`src/rtl/fp_add_arb_if.sv`:
```
// Requester and adder-side bus for fp_add_arb.
// The slave modport is the arbiter's view; the master modport is the surrounding logic
// (requesters plus the adder pipeline).
interface fp_add_arb_if #(
  parameter int W     = 32,
  parameter int N_REQ = 4
);
  logic [N_REQ-1:0]        req_valid;
  logic [N_REQ-1:0]        req_ready;
  logic [N_REQ-1:0][W-1:0] req_a;
  logic [N_REQ-1:0][W-1:0] req_b;
  logic [N_REQ-1:0]        req_sub;
  logic                    add_valid;
  logic [W-1:0]            add_a;
  logic [W-1:0]            add_b;
  logic                    add_sub;
  logic                    add_res_valid;
  logic [W-1:0]            add_res;
  logic [N_REQ-1:0]        rsp_valid;
  logic [W-1:0]            rsp_data;
  logic                    err;

  modport slave (
    input  req_valid, req_a, req_b, req_sub, add_res_valid, add_res,
    output req_ready, add_valid, add_a, add_b, add_sub, rsp_valid, rsp_data, err
  );

  modport master (
    output req_valid, req_a, req_b, req_sub, add_res_valid, add_res,
    input  req_ready, add_valid, add_a, add_b, add_sub, rsp_valid, rsp_data, err
  );
endinterface

```
`src/rtl/fp_add_arb.sv`:
```
// Round-robin arbiter sharing one fixed-latency FP add/sub pipeline among N_REQ requesters.
// Issues at most one op per cycle, tracks each op's owner in a tag pipe that lines up with
// the adder result, and caps in-flight ops per requester at MAX_OUT.

// Per-requester in-flight counter; saturates at both ends.
module fp_add_arb_cnt #(
  parameter int CW      = 2,
  parameter int MAX_OUT = 2
) (
  input  logic clk,
  input  logic rst,
  input  logic inc,
  input  logic dec,
  output logic full
);
  logic [CW-1:0] cnt_q, cnt_d;

  // Next count: issue and retire in the same cycle cancel out.
  always_comb begin
    cnt_d = cnt_q;
    if (inc && !dec && cnt_q < CW'(MAX_OUT)) cnt_d = cnt_q + 1'b1;
    else if (dec && !inc && cnt_q != '0)     cnt_d = cnt_q - 1'b1;
  end

  // Count register.
  always_ff @(posedge clk) begin
    if (rst) cnt_q <= '0;
    else     cnt_q <= cnt_d;
  end

  assign full = (cnt_q >= CW'(MAX_OUT));
endmodule

module fp_add_arb #(
  parameter int SIG_BITS = 23,
  parameter int EXP_BITS = 8,
  parameter int N_REQ    = 4,
  parameter int LATENCY  = 4,
  parameter int MAX_OUT  = 2
) (
  input  logic         clk,
  input  logic         rst,
  fp_add_arb_if.slave  bus
);
  localparam int W  = 1 + EXP_BITS + SIG_BITS;
  localparam int TW = $clog2(N_REQ);
  localparam int CW = $clog2(MAX_OUT + 1);

  logic [TW-1:0]          ptr_q, ptr_d;
  logic [N_REQ-1:0]       full, elig, gnt, dec;
  logic [TW-1:0]          gnt_idx;
  logic                   gnt_any;

  logic                   add_valid_q, add_valid_d;
  logic [W-1:0]           add_a_q, add_a_d, add_b_q, add_b_d;
  logic                   add_sub_q, add_sub_d;

  // Tag pipe: stage k holds the op issued k+1 cycles ago; stage LATENCY meets add_res_valid.
  logic [LATENCY:0]       vld_pipe_q, vld_pipe_d;
  logic [LATENCY:0][TW-1:0] tag_pipe_q, tag_pipe_d;
  logic                   tail_vld;
  logic [TW-1:0]          tail_tag;

  logic [N_REQ-1:0]       rsp_valid;
  logic [W-1:0]           rsp_data;
  logic                   err_q, err_d;

  for (genvar i = 0; i < N_REQ; i++) begin : g_cnt
    fp_add_arb_cnt #(.CW(CW), .MAX_OUT(MAX_OUT)) u_cnt (
      .clk  (clk),
      .rst  (rst),
      .inc  (gnt[i]),
      .dec  (dec[i]),
      .full (full[i])
    );
  end

  // Round-robin pick: first eligible requester at or after ptr, wrapping; nothing during reset.
  always_comb begin
    int idx;
    idx     = 0;
    elig    = bus.req_valid & ~full;
    gnt     = '0;
    gnt_idx = '0;
    gnt_any = 1'b0;
    for (int k = 0; k < N_REQ; k++) begin
      idx = int'(ptr_q) + k;
      if (idx >= N_REQ) idx = idx - N_REQ;
      if (!gnt_any && elig[idx] && !rst) begin
        gnt_any = 1'b1;
        gnt_idx = TW'(idx);
      end
    end
    if (gnt_any) gnt[gnt_idx] = 1'b1;
  end

  assign bus.req_ready = gnt;

  // Pointer moves just past the winner; issue registers load the winner's operands.
  always_comb begin
    ptr_d       = ptr_q;
    add_valid_d = gnt_any;
    add_a_d     = add_a_q;
    add_b_d     = add_b_q;
    add_sub_d   = add_sub_q;
    if (gnt_any) begin
      ptr_d     = (gnt_idx == TW'(N_REQ - 1)) ? '0 : gnt_idx + 1'b1;
      add_a_d   = bus.req_a[gnt_idx];
      add_b_d   = bus.req_b[gnt_idx];
      add_sub_d = bus.req_sub[gnt_idx];
    end
  end

  // Tag pipe shift; a new entry enters on every transfer.
  always_comb begin
    vld_pipe_d = {vld_pipe_q[LATENCY-1:0], gnt_any};
    tag_pipe_d = {tag_pipe_q[LATENCY-1:0], gnt_idx};
  end

  assign tail_vld = vld_pipe_q[LATENCY];
  assign tail_tag = tag_pipe_q[LATENCY];

  // Route the result to the tail owner; retire the tail even if the adder result is missing.
  always_comb begin
    rsp_valid = '0;
    rsp_data  = '0;
    dec       = '0;
    if (tail_vld) dec[tail_tag] = 1'b1;
    if (tail_vld && bus.add_res_valid && !rst) begin
      rsp_valid[tail_tag] = 1'b1;
      rsp_data            = bus.add_res;
    end
    err_d = err_q | (tail_vld != bus.add_res_valid);
  end

  assign bus.rsp_valid = rsp_valid;
  assign bus.rsp_data  = rsp_data;
  assign bus.add_valid = add_valid_q;
  assign bus.add_a     = add_a_q;
  assign bus.add_b     = add_b_q;
  assign bus.add_sub   = add_sub_q;
  assign bus.err       = err_q;

  // State registers; reset flushes the pointer, issue stage, tag pipe and error flag.
  always_ff @(posedge clk) begin
    if (rst) begin
      ptr_q       <= '0;
      add_valid_q <= 1'b0;
      add_a_q     <= '0;
      add_b_q     <= '0;
      add_sub_q   <= 1'b0;
      vld_pipe_q  <= '0;
      tag_pipe_q  <= '0;
      err_q       <= 1'b0;
    end else begin
      ptr_q       <= ptr_d;
      add_valid_q <= add_valid_d;
      add_a_q     <= add_a_d;
      add_b_q     <= add_b_d;
      add_sub_q   <= add_sub_d;
      vld_pipe_q  <= vld_pipe_d;
      tag_pipe_q  <= tag_pipe_d;
      err_q       <= err_d;
    end
  end
endmodule

```
`src/flat_wrapper.sv`:
```
// flat-port wrapper written by rule: the top's interface ports become plain ports
module fp_add_arb_flat 
#(
  parameter int SIG_BITS = 23,
  parameter int EXP_BITS = 8,
  parameter int N_REQ    = 4,
  parameter int LATENCY  = 4,
  parameter int MAX_OUT  = 2
)
  (clk, rst, bus_req_valid, bus_req_a, bus_req_b, bus_req_sub, bus_add_res_valid, bus_add_res, bus_req_ready, bus_add_valid, bus_add_a, bus_add_b, bus_add_sub, bus_rsp_valid, bus_rsp_data, bus_err);
  fp_add_arb_if #(.W((32)), .N_REQ(N_REQ)) bus_i ();
  input  logic clk;
  input  logic rst;
  input wire logic [$bits(bus_i.req_valid)-1:0] bus_req_valid;
  input wire logic [$bits(bus_i.req_a)-1:0] bus_req_a;
  input wire logic [$bits(bus_i.req_b)-1:0] bus_req_b;
  input wire logic [$bits(bus_i.req_sub)-1:0] bus_req_sub;
  input wire logic [$bits(bus_i.add_res_valid)-1:0] bus_add_res_valid;
  input wire logic [$bits(bus_i.add_res)-1:0] bus_add_res;
  output wire logic [$bits(bus_i.req_ready)-1:0] bus_req_ready;
  output wire logic [$bits(bus_i.add_valid)-1:0] bus_add_valid;
  output wire logic [$bits(bus_i.add_a)-1:0] bus_add_a;
  output wire logic [$bits(bus_i.add_b)-1:0] bus_add_b;
  output wire logic [$bits(bus_i.add_sub)-1:0] bus_add_sub;
  output wire logic [$bits(bus_i.rsp_valid)-1:0] bus_rsp_valid;
  output wire logic [$bits(bus_i.rsp_data)-1:0] bus_rsp_data;
  output wire logic [$bits(bus_i.err)-1:0] bus_err;
  assign bus_i.req_valid = bus_req_valid;
  assign bus_i.req_a = bus_req_a;
  assign bus_i.req_b = bus_req_b;
  assign bus_i.req_sub = bus_req_sub;
  assign bus_i.add_res_valid = bus_add_res_valid;
  assign bus_i.add_res = bus_add_res;
  assign bus_req_ready = bus_i.req_ready;
  assign bus_add_valid = bus_i.add_valid;
  assign bus_add_a = bus_i.add_a;
  assign bus_add_b = bus_i.add_b;
  assign bus_add_sub = bus_i.add_sub;
  assign bus_rsp_valid = bus_i.rsp_valid;
  assign bus_rsp_data = bus_i.rsp_data;
  assign bus_err = bus_i.err;
  fp_add_arb #(.SIG_BITS(SIG_BITS), .EXP_BITS(EXP_BITS), .N_REQ(N_REQ), .LATENCY(LATENCY), .MAX_OUT(MAX_OUT)) u_core (.clk(clk), .rst(rst), .bus(bus_i));
endmodule
```
`config.mk`:
```
export PLATFORM = sky130hd
export DESIGN_NAME = fp_add_arb_flat
export DESIGN_NICKNAME = d
export VERILOG_FILES = /design/src/rtl/fp_add_arb_if.sv /design/src/rtl/fp_add_arb.sv /design/src/flat_wrapper.sv
export SDC_FILE = /design/constraint.sdc
export NUM_CORES = 1
export LEC_CHECK = 0
export ABC_AREA = 0
export CORE_AREA = 2 2 158 160
export CTS_CLUSTER_DIAMETER = 150
export DETAILED_ROUTE_END_ITERATION = 16
export DIE_AREA = 0 0 160 162
export GPL_TIMING_DRIVEN = 1
export HOLD_SLACK_MARGIN = 0.08
export SETUP_SLACK_MARGIN = 0.2
export SLEW_MARGIN = 5
export SYNTH_ARGS = -nofsm -noshare
export SYNTH_HDL_FRONTEND = slang
export SYNTH_HIERARCHICAL = 1
export SYNTH_SLANG_ARGS = --single-unit
export TNS_END_PERCENT = 20
```
`constraint.sdc`:
```
create_clock -name clk -period 7.2 [get_ports clk]
set_input_delay 1.08 -clock clk [delete_from_list [all_inputs] [get_ports clk]]
set_output_delay 1.08 -clock clk [all_outputs]
set_load 0.1 [all_outputs]
```
==> impl_metrics.json, run 1 <==
{
  "ios": 406,
  "cts-root-buf": "clkbuf_16",
  "grt_pass1_wl_um": 36600,
  "fp.dieH_um": 162,
  "p_per_area_nw_per_um2": 216.8,
  "yosys-top-cells-area": "dfxtp_1, mux2i_1, o211ai_1, or4_1, o221ai_1",
  "cts_buffers": 9,
  "slew_violations": 0,
  "worstPathCellList": "clkdlybuf4s50_1, buf_4, nor2b_1, buf_4, and3b_1, clkdlybuf4s50_1",
  "grt_max_degree": 67,
  "ctsResizeCount": 0,
  "synth_top_flop_cell": "dfxtp_1",
  "core_um2": 24110,
  "cts-htree-levels": 3,
  "clk_pin_slew_ps": 60,
  "final.min_clock_period_ps": 4580,
  "antenna_cells": 0,
  "die_width_um": 160,
  "comb_power_share": 0.490,
  "drt-total-wl_um": 24540,
  "status": "finished, final reports clean",
  "hold_violations": 0,
  "ys_seq_elements": 91,
  "fin_nets": 1289,
  "synth_edf_count": 0,
  "synth_common_cells": "dfxtp_1, nand2_1, mux2i_1, o211ai_1, or4_1",
  "synth_fp_nets": 934,
  "place.gp.congestion": 0.8103,
  "vias": 6372,
  "drcViolationCount": 0,
  "drive_gt1_frac": 0.06546,
  "crit_family": "buffers and inverters",
  "crit_arrival_ps": 3500,
  "grt_overflow": 0,
  "clock-sinks": 91,
  "first_pass_iters": 4,
  "die_area_um2": 25920,
  "p_int_mw": 1.235,
  "synth_cells": 633,
  "syn_to_final_growth_pct": 79.99,
  "viasPerCell": 4.838,
  "relSlewSlack": 0.3073,
  "start_kind": "input pin",
  "worstMarginPinSlew_ps": 1036,
  "cts_setup_buffers": 0,
  "cts_tree": "done",
  "crit_type": "input pin to output port",
  "synth_top_area_cell": "dfxtp_1",
  "skew_ps": 12.90,
  "worstSetupEndpointType": "output port",
  "path_max_fanout": 36,
  "synthMostInstantiatedCell": "dfxtp_1",
  "wl_per_cell_um": 18.63,
  "ys_types": 39,
  "rows": 57,
  "grt_use_total": 0.1803,
  "use_met1": 0.2140,
  "grt_use_met3": 0.04648,
  "power.total_mw": 2.210,
  "switching_share": 0.4412,
  "crit_path_top_delay_cell": "clkdlybuf4s50_1",
  "grt_pass1_vias": 6210,
  "maxCapViolCount": 0,
  "utilization": 0.4230,
  "finalCritPeriodShare": 0.6361,
  "power.leakage_nw": 3.720,
  "met2_usage": 0.3178,
  "clk_latency_ps": 350,
  "dp.final_hpwl_um": 17500,
  "drtIter0Drc": 247,
  "portBuffers": 405,
  "crit_buf_inv": 4,
  "synth_area_um2": 5665,
  "ant_nets": 0,
  "avgSynthCellArea_um2": 8.950,
  "finalSetupViolations": 0,
  "start_util": 0.2350,
  "p_sw_mw": 0.9753,
  "power_frac_clock": 0.231,
  "cts.path.max_buffers": 2,
  "seqPwrFrac": 0.279,
  "slowest_delay_ps": 1120,
  "yosysWarnings": 6,
  "crit_required_ps": 6120,
  "antenna_found_initial": 0,
  "setup_tns_ps": 0,
  "top_usage_layer": "met2",
  "seq_area_frac_synth": 0.3216,
  "postCtsHoldBufs": 0,
  "synth-async-reset-ratio": 0,
  "fmax_mhz": 218.3,
  "holdCritPathClass": "flop to flop",
  "synth_top_cell_area_share": 0.3216,
  "irDropWorstVdd_mv": 0.1080,
  "rsz0062_at_grt": "false"
}
==> cells in the final DEF, fill, tap and decap left out, types with 6 or more instances in the layout <==
master           instances
o221ai_2                20
and2_1                  33
nand2b_1                 8
clkdlybuf4s50_1        400
nor2_1                  11
a21oi_1                  7
dfxtp_1                 91
or4_1                   65
buf_4                   16
nand3_1                  6
mux2i_1                 65
o221ai_1                45
nand2_1                 77
o211ai_1                65
nor2b_1                 20
clkbuf_16                9
==> worst paths after layout <==
check	from	end	slack, ps	cells past startpoint
worst max-delay path	rst	bus_rsp_valid[1]	2620	6
worst min-delay path	u_core/vld_pipe_q[2]	u_core/vld_pipe_q[3]	430	1
worst max register to register	u_core/g_cnt[1].u_cnt/cnt_q[1]	u_core/bus.add_a[29]	4280	7
worst min register to register	u_core/vld_pipe_q[2]	u_core/vld_pipe_q[3]	430	1
==> per-stage QoR <==
step	hold WS [ps]	cells	worst slack, ps	cell area, um2
floorplan	413.8	633	2301	5665
global placement	418.1	1301	2636	9882
detailed placement	420.4	1301	2605	9882
CTS	436.2	1317	2593	10200
global route	460.5	1317	2436	10200
finish	432.9	1317	2620	10200
==> logic make-up (layout without fill, tap and decap cells) <==
| group | Yosys count | count (layout) | synth area share |
|---|---|---|---|
| AND/OR/NAND/NOR | 243 | 243 | 0.2467 |
| AO/OA/AOI/OAI | 156 | 156 | 0.2414 |
| flip-flops | 91 | 91 | 0.3216 |
| buffers and inverters | 76 | 436 | 0.07111 |
| multiplexers | 65 | 65 | 0.1148 |
| adder cells (fa/ha/maj) | 2 | 2 | 0.004416 |
==> cell type report <==
class | instances | area, um2
Sequential cell | 91 | 1822
Fill cell | 2477 | 13910
Timing Repair Buffer | 417 | 4144
Clock buffer | 13 | 270.3
Inverter | 3 | 11.26
Tap cell | 324 | 405.4
Clock inverter | 3 | 45.04
Multi-Input combinational cell | 466 | 3500
==> metal layers <==
metal / vias up / share of wire
met5: - / 0
met4: 0 / 0.021
met3: 31 / 0.071
met2: 262 / 0.50
met1: 2931 / 0.41
li1: 3148 / -
==> registers in the layout, summed over array words and instances (netlist names) <==
signal,flops
u_core/bus.add_a,32
u_core/ptr_q,2
u_core/bus.add_b,32
u_core/tail_tag,2
u_core/vld_pipe_q,5
u_core/bus.add_sub,1
u_core/tag_pipe_d,8
u_core/bus.err,1
u_core/g_cnt.u_cnt/cnt_q,8
==> power by group through the flow <==
| stage | logic, mW | registers, mW | clock network (mW) |
|---|---|---|---|
| 3_5_place_dp | 1.09 | 0.627 | 0 |
| 2_1_floorplan | 0.261 | 1.08 | 0 |
| 4_1_cts | 1.09 | 0.616 | 0.531 |
| 3_3_place_gp | 1.09 | 0.625 | 0 |
| 5_1_grt | 1.13 | 0.626 | 0.548 |
| 6_report | 1.08 | 0.617 | 0.510 |
Power figures use the tool's default switching activity.
==> inputs of run 2 (changes only) <==
- clock period: 7.2 -> 4 ns (I/O delays scaled with it)
==> impl_metrics.json, run 2 (synthesized netlist as in run 1, its figures left out) <==
{
  "place_ws_ps": 677.5,
  "cts-htree-levels": 3,
  "layout_common_cells": "clkdlybuf4s50_1, dfxtp_1, nand2_1",
  "place.gp.congestion": 0.7919,
  "grt_max_degree": 67,
  "drt-total-wl_um": 25440,
  "portBuffers": 405,
  "worstPathCellList": "clkdlybuf4s50_1, nor2b_1, or3_1, a211o_1, nand2_1, ha_1, and2_1, buf_12",
  "relSlewSlack": 0.2525,
  "crit_arrival_ps": 2730,
  "cts_tree": "done",
  "worst_slack_ps": 674.2,
  "grt_pass1_vias": 6576,
  "postCtsHoldBufs": 0,
  "placed_area_um2": 10330,
  "maxCapViolCount": 0,
  "path_max_fanout": 5,
  "syn_to_final_growth_pct": 87.81,
  "dp.final_hpwl_um": 18080,
  "drive_gt1_frac": 0.1053,
  "r2r-start": "u_core/g_cnt[3].u_cnt/cnt_q[1]",
  "die_width_um": 160,
  "crit_family": "simple AND/OR/NAND/NOR gates",
  "worstMarginPinSlew_ps": 1118,
  "slowest_delay_ps": 450,
  "rrSetupSlack_ps": 1410,
  "finalCritPeriodShare": 0.8315,
  "first_pass_iters": 4,
  "design_area_um2": 10640,
  "cts_buffers": 9,
  "power.total_mw": 3.983,
  "antenna_found_initial": 1,
  "cts.path.max_buffers": 2,
  "hold_violations": 0,
  "crit_buf_inv": 2,
  "crit_path_top_delay_cell": "or3_1",
  "vias": 6524,
  "rows": 57,
  "wl_per_cell_um": 19.24,
  "finalSetupViolations": 0,
  "slew_violations": 0,
  "cts-root-buf": "clkbuf_16",
  "rsz0062_at_grt": "false",
  "hp-start": "u_core/tag_pipe_d[4]",
  "worstSetupEndpointType": "output port",
  "fmax_mhz": 300.7,
  "viasPerCell": 4.935,
  "clock-sinks": 91,
  "crit_required_ps": 3400,
  "start_util": 0.2350,
  "grt_pass1_wl_um": 38500,
  "drcViolationCount": 0,
  "start_kind": "input pin",
  "ant_nets": 0,
  "min_path_cells": 1,
  "crit_type": "input pin to output port",
  "core_um2": 24110,
  "ctsResizeCount": 0,
  "fin_nets": 1293,
  "cts_setup_buffers": 0,
  "drtIter0Drc": 301,
  "p_per_area_nw_per_um2": 374.4,
  "clk_latency_ps": 350,
  "min_to": "u_core/tag_pipe_d[6]",
  "final_common_cell": "clkdlybuf4s50_1",
  "holdCritPathClass": "flop to flop",
  "r2r_end": "u_core/g_cnt[3].u_cnt/cnt_q[0]",
  "setup_tns_ps": 0,
  "power.leakage_nw": 3.925,
  "skew_ps": 11.87,
  "ios": 406,
  "die_area_um2": 25920,
  "status": "finished, final reports clean",
  "fp.dieH_um": 162,
  "grt_overflow": 0,
  "clk_pin_slew_ps": 60,
  "final.min_clock_period_ps": 3326,
  "rr_worst_depth": 9,
  "irDropWorstVdd_mv": 0.2614,
  "grt_use_total": 0.1897
}
## run 2: worst max-delay path by stage
| stage | start | endpoint | slack [ps] | cells after the start |
|---|---|---|---|---|
| after global placement | bus_req_valid[3] | bus_req_ready[3] | 680 | 8 |
| after CTS | bus_req_valid[3] | bus_req_ready[3] | 670 | 8 |
| after detailed placement | bus_req_valid[3] | bus_req_ready[3] | 680 | 8 |
| after floorplan | u_core/g_cnt[1].u_cnt/cnt_q[1] | u_core/g_cnt[1].u_cnt/cnt_q[0] | -100 | 10 |
| final | bus_req_valid[3] | bus_req_ready[3] | 670 | 8 |
| after global routing | bus_req_valid[2] | bus_req_ready[3] | 540 | 8 |
## run 2: power breakdown
group | leakage [nW] | switching (mW) | internal [mW]
Clock | 0.150 | 0.397 | 0.507
Sequential | 0.756 | 0.0729 | 1.04
Combinational | 3.02 | 1.30 | 0.665
Total | 3.92 | 1.77 | 2.21
## run 2: metal layers
layer | track usage | vias up | share of wire
met5 | 0 | - | 0
met4 | 0.06593 | 0 | 0.022
met3 | 0.05005 | 30 | 0.079
met2 | 0.3312 | 293 | 0.49
met1 | 0.2257 | 3043 | 0.41
li1 | - | 3158 | -
## run 2: area by class of cell
cell class	instances	area, um2
Fill cell	2437	13470
Timing Repair Buffer	421	4599
Multi-Input combinational cell	466	3496
Sequential cell	91	1822
Tap cell	324	405.4
Clock buffer	11	242.7
Clock inverter	5	61.31
Inverter	3	11.26
Antenna cell	1	2.502
## run 2: per-stage QoR
stage          hold WS, ps    util  std cells
2_1_floorplan        413.8       -        633
3_3_place_gp         418.8  0.4287       1305
3_5_place_dp         423.7  0.4287       1305
4_1_cts              441.9  0.4413       1321
5_1_grt              452.5  0.4413       1321
6_report             436.1  0.4414       1322
==> inputs of run 3 (changes only) <==
- CORE_AREA: 2 2 158 160 -> 2 2 160 162
- DIE_AREA: 0 0 160 162 -> 0 0 162 164
- clock period: 4 -> 3.23 ns (I/O delays scaled with it)
==> impl_metrics.json, run 3 (synthesized netlist as in run 1, its figures left out) <==
{
  "grt_use_total": 0.1789,
  "drcViolationCount": 0,
  "design_area_um2": 10690,
  "first_pass_iters": 5,
  "irDropWorstVdd_mv": 0.2214,
  "syn_to_final_growth_pct": 88.69,
  "final.min_clock_period_ps": 2954,
  "cts_tree": "done",
  "cts_buffers": 9,
  "portBuffers": 405,
  "crit_required_ps": 2750,
  "fmax_mhz": 338.5,
  "wl_per_cell_um": 18.72,
  "crit_type": "input pin to output port",
  "drtIter0Drc": 317,
  "antenna_cells": 0,
  "holdCritPathClass": "flop to flop",
  "skew_ps": 13.80,
  "fp.dieH_um": 164,
  "layout_common_cells": "clkdlybuf4s50_1, dfxtp_1, nand2_1",
  "grt_pass1_vias": 6339,
  "slowest_delay_ps": 510,
  "vias": 6520,
  "crit_family": "simple AND/OR/NAND/NOR gates",
  "hold_violations": 0,
  "place.gp.congestion": 0.7856,
  "clock-sinks": 91,
  "setup_tns_ps": 0,
  "drive_gt1_frac": 0.1594,
  "maxCapViolCount": 0,
  "slew_violations": 0,
  "status": "finished, final reports clean",
  "dp.final_hpwl_um": 18110,
  "start_util": 0.2283,
  "regArea_um2": 1822,
  "crit_path_top_delay_cell": "clkdlybuf4s50_1",
  "grt_max_degree": 67,
  "die_area_um2": 26570,
  "finalSetupViolations": 0,
  "power.leakage_nw": 4.032,
  "multi_input_area_um2": 3555,
  "p_per_area_nw_per_um2": 456.4,
  "ios": 406,
  "viasPerCell": 4.888,
  "relSlewSlack": 0.3317,
  "final_common_cell": "clkdlybuf4s50_1",
  "ant_nets": 0,
  "fin_nets": 1300,
  "power.total_mw": 4.879,
  "placed_area_um2": 10340,
  "worstMarginPinSlew_ps": 999.4,
  "rows": 58,
  "clk_latency_ps": 350,
  "worstSetupEndpointType": "output port",
  "crit_arrival_ps": 2470,
  "core_um2": 24820,
  "path_max_fanout": 5,
  "cts.path.max_buffers": 2,
  "clk_pin_slew_ps": 60,
  "crit_buf_inv": 2,
  "start_kind": "input pin",
  "die_width_um": 162,
  "worstPathCellList": "clkdlybuf4s50_1, nand2b_1, or3_4, a211o_4, nand2_2, ha_1, and2_4, buf_12",
  "cts-htree-levels": 3,
  "finalCritPeriodShare": 0.9145,
  "fill_cells": 2460,
  "grt_overflow": 0,
  "grt_pass1_wl_um": 36720,
  "drt-total-wl_um": 24970,
  "antenna_found_initial": 0,
  "rsz0062_at_grt": "true",
  "cts-root-buf": "clkbuf_16"
}
-- run 3: changes by cell type in the layout (fill, tap and decap cells not counted), moves of 2 or more --
cell / previous run / this run
buf_12: 42 / 45
buf_4: 14 / 55
clkbuf_8: 1 / 3
clkdlybuf4s50_1: 365 / 327
nand2_1: 77 / 75
nand2_2: 0 / 2
nor2_1: 11 / 9
nor2_4: 1 / 3
-- run 3: what timing repair did --
item,CTS,global route
buffers inserted,0,2
pin swaps,0,0
resized for setup,1,9
hold buffers,0,0
setup endpoints to repair,2,3
-- run 3: worst reg2reg max path, cell delays in order, from the launching register on --
cell	delay [ps]
dfxtp_1	370
or3b_1	440
a21oi_4	170
or3_4	180
buf_6	180
nand2_2	110
a21oi_4	200
buf_4	150
buf_4	100
or3b_1	360
a21o_1	180
a21oi_2	110
-- run 3: report_power, final --
part           switching (mW)  internal [mW]
sequential             0.0952           1.28
clock                   0.472          0.587
combinational            1.62          0.817
total                    2.19           2.69
-- run 3: through the flow --
stage / setup slack (ps) / hold slack (ps) / std cells / util
3_5_place_dp: 129.7 / 425.3 / 1316 / 0.4168
2_1_floorplan: -330.0 / 413.8 / 633 / -
6_report: 276.1 / 439.5 / 1334 / 0.4307
3_3_place_gp: 150.8 / 417.8 / 1316 / 0.4168
4_1_cts: 177.3 / 445.0 / 1332 / 0.4286
5_1_grt: 198.0 / 453.2 / 1334 / 0.4307
-- run 3: path summary, 6_finish.rpt --
path                        startpoint                             end  slack [ps]  depth (start not counted)
hold / removal    u_core/tag_pipe_d[6]            u_core/tag_pipe_d[8]         440                          1
setup reg to reg       u_core/ptr_q[1]  u_core/g_cnt[2].u_cnt/cnt_q[0]         620                         11
setup / recovery      bus_req_valid[2]                bus_req_ready[3]         280                          8
hold reg to reg   u_core/tag_pipe_d[6]            u_core/tag_pipe_d[8]         440                          1
-- run 3: layout make-up --
| cell class | count | share of cell area |
|---|---|---|
| repair buffers | 428 | 0.4301 |
| multi-input cells | 466 | 0.3325 |
| flip-flops and latches | 91 | 0.1704 |
| well taps | 330 | 0.03862 |
| clock buffers | 13 | 0.02528 |
| clock inverters | 3 | 0.001990 |
| inverters | 3 | 0.001053 |
-- run 3: routing by layer --
metal	vias up	GRT usage	share of wire
li1	3177	-	-
met1	3032	0.2245	0.42
met2	280	0.2992	0.48
met3	31	0.05025	0.079
met4	0	0.05310	0.020
met5	-	0	0
